<file path="src/rtl/serial_adder.sv">
// serial_adder: bit-serial ripple adder.
// One operand bit pair is consumed per clock, LSB first, so an addition of
// WIDTH-bit operands takes WIDTH cycles in ADD plus one DONE cycle.
// sum/cout are only updated on the edge that enters DONE, so downstream logic
// always sees a complete, stable result between done pulses.
module serial_adder #(
  parameter int WIDTH = 8
) (
  input  logic             clk,
  input  logic             rst,
  input  logic             start,
  input  logic [WIDTH-1:0] a,
  input  logic [WIDTH-1:0] b,
  input  logic             cin,
  output logic             busy,
  output logic             done,
  output logic [WIDTH-1:0] sum,
  output logic             cout
);

  // Counter only needs to reach WIDTH-1; $clog2 gives at least 1 bit for WIDTH>=2.
  localparam int CW = $clog2(WIDTH);
  localparam logic [CW-1:0] LAST_BIT = CW'(WIDTH - 1);

  typedef enum logic [1:0] {
    IDLE = 2'd0,
    ADD  = 2'd1,
    DONE = 2'd2
  } state_t;

  state_t           state_q;
  logic [WIDTH-1:0] a_q;      // operand A shift register, LSB is the current bit
  logic [WIDTH-1:0] b_q;      // operand B shift register, LSB is the current bit
  logic [WIDTH-1:0] res_q;    // working result, sum bits enter at the MSB
  logic             c_q;      // running carry between bit positions
  logic [CW-1:0]    cnt_q;    // index of the bit processed on the next edge
  logic [WIDTH-1:0] sum_q;
  logic             cout_q;
  logic             busy_q;
  logic             done_q;

  // Full adder for the current bit position and the shifted working result.
  logic             s_d;
  logic             c_d;
  logic [WIDTH-1:0] res_d;
  logic             last_bit;

  assign s_d      = a_q[0] ^ b_q[0] ^ c_q;
  assign c_d      = (a_q[0] & b_q[0]) | (a_q[0] & c_q) | (b_q[0] & c_q);
  assign res_d    = {s_d, res_q[WIDTH-1:1]};
  assign last_bit = (cnt_q == LAST_BIT);

  // Control FSM and datapath; reset wins over everything, including a running add.
  always_ff @(posedge clk) begin
    if (rst) begin
      state_q <= IDLE;
      a_q     <= '0;
      b_q     <= '0;
      res_q   <= '0;
      c_q     <= 1'b0;
      cnt_q   <= '0;
      sum_q   <= '0;
      cout_q  <= 1'b0;
      busy_q  <= 1'b0;
      done_q  <= 1'b0;
    end else begin
      case (state_q)
        IDLE: begin
          done_q <= 1'b0;
          if (start) begin
            a_q     <= a;
            b_q     <= b;
            c_q     <= cin;
            res_q   <= '0;
            cnt_q   <= '0;
            busy_q  <= 1'b1;
            state_q <= ADD;
          end
        end
        ADD: begin
          a_q   <= a_q >> 1;
          b_q   <= b_q >> 1;
          c_q   <= c_d;
          res_q <= res_d;
          cnt_q <= cnt_q + CW'(1);
          if (last_bit) begin
            // After WIDTH shifts the first sum bit has arrived at bit 0.
            sum_q   <= res_d;
            cout_q  <= c_d;
            done_q  <= 1'b1;
            state_q <= DONE;
          end
        end
        DONE: begin
          // Start is deliberately not looked at here; it is honoured in IDLE.
          done_q  <= 1'b0;
          busy_q  <= 1'b0;
          state_q <= IDLE;
        end
        default: begin
          done_q  <= 1'b0;
          busy_q  <= 1'b0;
          state_q <= IDLE;
        end
      endcase
    end
  end

  assign busy = busy_q;
  assign done = done_q;
  assign sum  = sum_q;
  assign cout = cout_q;

endmodule

</file>
<file path="config.mk">
export PLATFORM = sky130hd
export DESIGN_NAME = serial_adder
export DESIGN_NICKNAME = d
export VERILOG_FILES = /design/src/rtl/serial_adder.sv
export SDC_FILE = /design/constraint.sdc
export NUM_CORES = 1
export LEC_CHECK = 0
export CORE_MARGIN = 2
export CORE_UTILIZATION = 25
export DETAILED_ROUTE_END_ITERATION = 16
export GPL_ROUTABILITY_DRIVEN = 0
export PLACE_DENSITY = 0.43
export SYNTH_ARGS = -nofsm -noshare
export SYNTH_HDL_FRONTEND = slang
export SYNTH_SLANG_ARGS = --single-unit
</file>
<file path="constraint.sdc">
create_clock -name clk -period 1.8 [get_ports clk]
set_input_delay 0.36 -clock clk [delete_from_list [all_inputs] [get_ports clk]]
set_output_delay 0.36 -clock clk [all_outputs]
set_load 0.005 [all_outputs]
</file>
==> results by group <==
Outcome
  – Status: finished clean

Layout
  – Commonest non-fill, non-tap cell in the layout: dfxtp_1
  – Layout cell share with drive strength beyond 1: 13.36%
  – Layout net count: 239
  – Most frequent cells in the layout: dfxtp_1, clkdlybuf4s50_1, nor2_1
  – Fin cells: 297
  – Diode count: 0
  – Synth-to-layout area growth: 28.61%

Clocking
  – Htree depth: 2
  – Postcts setup bufs: 0
  – Total CTS buffers: 5
  – Clk buf depth: 2
  – Post-cts hold buffer count: 0
  – Clock Sinks: 40
  – Post-CTS sizing: 0
  – CTS tree: built
  – Root buffer cell: clkbuf_8
  – CTS clk-pin slew, worst paths: 0.08 ns
  – Latest clock arrival within the worst-skew pair: between 0.2 and 0.3 ns

Critical path
  – Path depth of the worst reg2reg path: 5
  – Worst Setup SP: busy$_SDFFE_PP0P_
  – CP Cell Sequence: clkdlybuf4s50_1
  – Worst setup EP type: output port
  – Crit path buf inv count: 1
  – R2R setup slack: approximately 0.31 ns
  – Slowest cell delay on critical path: 0.51 ns
  – Critical R2R Capture: sum[7]$_SDFFE_PP0P_
  – Critical path's slowest cell: clkdlybuf4s50_1
  – CP max FO: 2
  – Critical path class: flop to output port
  – Crit path launch type: flop
  – Reg-to-reg startpoint: cnt_q[0]$_SDFFE_PP0P_
  – Worst path required time: 1.44 ns
  – Crit path to: busy
  – Crit path DAT: 1.14 ns
  – Worst path depth: 1
  – CP delay by family, top: buffers and inverters

Route
  – Post-Route WL: 3.902 mm
  – DR WL/cell: between 10 and 15 um
  – Via count: 1349
  – # DRC: 0
  – Initial DRC count: 34
  – DRT antenna net count: 0
  – 1st-pass router iterations: 4
  – Vias per cell: approximately 4.5

STA
  – Setup TNS: 0 ns
  – Highest clock rate: about 670 MHz
  – Tmin final: 1.500 ns
  – RSZ-0062 raised after global routing: no
  – Final period util: 83.31%
  – Fin. Hold Viols: 0
  – Worst Max-Slew Pin Slew: 0.4264 ns
  – Layout Skew: roughly 0.0075 ns
  – Slew HR: a little under three quarters
  – Final Slew Violations: 0
  – Setup violations, final: 0

Hold path
  – Worst hold path type: flop to flop

Logic synthesis
  – Syn Area/Cell: 9.563 um2
  – Synthesis Warnings: 0
  – Cells after synthesis: approximately 180
  – Sequential area share after synthesis: a little under half
  – Syn nets: about 210
  – Synthesized area: 1740 um2
  – Synth Register Bits: 40
  – Yosys cell types: 29

Floorplan
  – Die footprint: 7645 um2
  – Die height: 87.44 um
  – # IOs: 31
  – Die width: 87.44 um
  – Cell row count: 30
  – Starting Density: 25.76%
  – Core Area: ~6800 um2

Power
  – Sw Pwr: 0.0004532 W
  – Static Leak: 0.7862 nW
  – Pwr Density: 821.0 nW/um2
  – Seq pwr share: 52.5%
  – Peak supply drop: ~0.00023 V
  – Clock share of power: 33.3%
  – Switching Share: 24.66%
  – Logic pwr share: 14.2%
  – Power Internal: 0.001385 W

Global route
  – Total global-route track usage: a little under an eighth
  – Total gr overflow: 0
  – First-pass GRT wire length: 6.824 mm
  – Vias in the first global route: 1406
  – Antenna violations before repair: 0
  – Largest net degree at the start of global routing: 27

Placement
  – Dpl cells: 289
  – Count of buffers from port buffering: 30
  – DP HPWL: between 2 and 3 mm

Job
  – Max-cap viol count: 0
-- area by class of cell --
cell class,count,area (um2)
Fill cell,710,4518
Multi-Input combinational cell,127,860.8
Timing Repair Buffer,41,382.9
Clock buffer,8,90.09
Tap cell,80,100.1
Sequential cell,40,800.8
Inverter,1,3.754
-- cell usage after synthesis (all sizes together) --
| cell type | number | share of area (%) |
|---|---|---|
| a211oi | 7 | 3.0 |
| a21oi | 12 | 3.5 |
| a221oi | 8 | 6.9 |
| a22oi | 9 | 3.9 |
| and3b | 1 | 0.50 |
| buf | 8 | 2.9 |
| clkbuf | 6 | 1.4 |
| dfxtp | 40 | 46 |
| fa | 1 | 1.2 |
| ha | 2 | 1.4 |
| inv | 1 | 0.22 |
| mux2i | 8 | 4.6 |
| nand2 | 19 | 4.1 |
| nand2b | 9 | 3.2 |
| nand3b | 1 | 0.43 |
| nand4bb | 2 | 1.3 |
| nor2 | 23 | 5.5 |
| nor2b | 10 | 3.6 |
| nor3 | 4 | 1.2 |
| nor3b | 6 | 2.6 |
| o21ai | 2 | 0.58 |
| o21ba | 1 | 0.58 |
| o21bai | 1 | 1.1 |
| or3 | 1 | 0.36 |
-- through the flow --
step	utilization [%]	setup slack, ns	hold slack, ns	power (W)	area, um2
global route	33.13	0.1489	0.4749	0.001942	2238
finish	33.13	0.3004	0.4546	0.001838	2238
floorplan	-	0.5381	0.4315	0.001153	1740
detailed placement	31.80	0.05832	0.4500	0.001250	2148
global placement	31.80	0.08583	0.4471	0.001250	2148
CTS	33.13	0.2732	0.4607	0.001874	2238
-- state kept, by name, summed over array words and instances, names as in the netlist --
name     cells
cout         1
done         1
cnt_q        3
state_q      2
b_q          8
res_q        7
a_q          8
sum          8
c_q          1
busy         1
-- power by group through the flow --
stage / clock network (W) / logic, W / registers (W)
after floorplan: 0 / 0.000178 / 0.000975
after global placement: 0 / 0.000262 / 0.000988
after detailed placement: 0 / 0.000264 / 0.000986
after CTS: 0.000643 / 0.000265 / 0.000966
after global routing: 0.000678 / 0.000290 / 0.000974
final: 0.000612 / 0.000260 / 0.000965
-- routing by layer --
metal | vias up | wire length [um] | GRT usage [%]
met5 | - | 0 | 0
met4 | 0 | 74 | 5.035
met1 | 615 | 2080 | 15.38
met2 | 20 | 1622 | 17.29
met3 | 6 | 124 | 3.033
li1 | 708 | - | -
-- worst min path at each step --
| stage | start | to | slack, ns | depth (start not counted) |
|---|---|---|---|---|
| detailed placement | sum[2]$_SDFFE_PP0P_ | sum[2]$_SDFFE_PP0P_ | 0.45 | 2 |
| finish | sum[6]$_SDFFE_PP0P_ | sum[6]$_SDFFE_PP0P_ | 0.45 | 2 |
| floorplan | res_q[1]$_SDFFE_PP0P_ | sum[0]$_SDFFE_PP0P_ | 0.43 | 2 |
| CTS | sum[6]$_SDFFE_PP0P_ | sum[6]$_SDFFE_PP0P_ | 0.46 | 2 |
| global placement | sum[3]$_SDFFE_PP0P_ | sum[3]$_SDFFE_PP0P_ | 0.45 | 2 |
| global route | sum[2]$_SDFFE_PP0P_ | sum[2]$_SDFFE_PP0P_ | 0.47 | 2 |
-- logic make-up (layout without fill, tap and decap cells) --
| logic type | after synthesis | in the layout | synth area share, % |
|---|---|---|---|
| AO/OA/AOI/OAI | 40 | 40 | 19.48 |
| adder cells (fa/ha/maj) | 3 | 3 | 2.588 |
| buffers and inverters | 15 | 50 | 4.528 |
| flip-flops | 40 | 40 | 46.01 |
| multiplexers | 8 | 8 | 4.601 |
| AND/OR/NAND/NOR | 76 | 76 | 22.79 |
(Power assumes the default switching activity.)
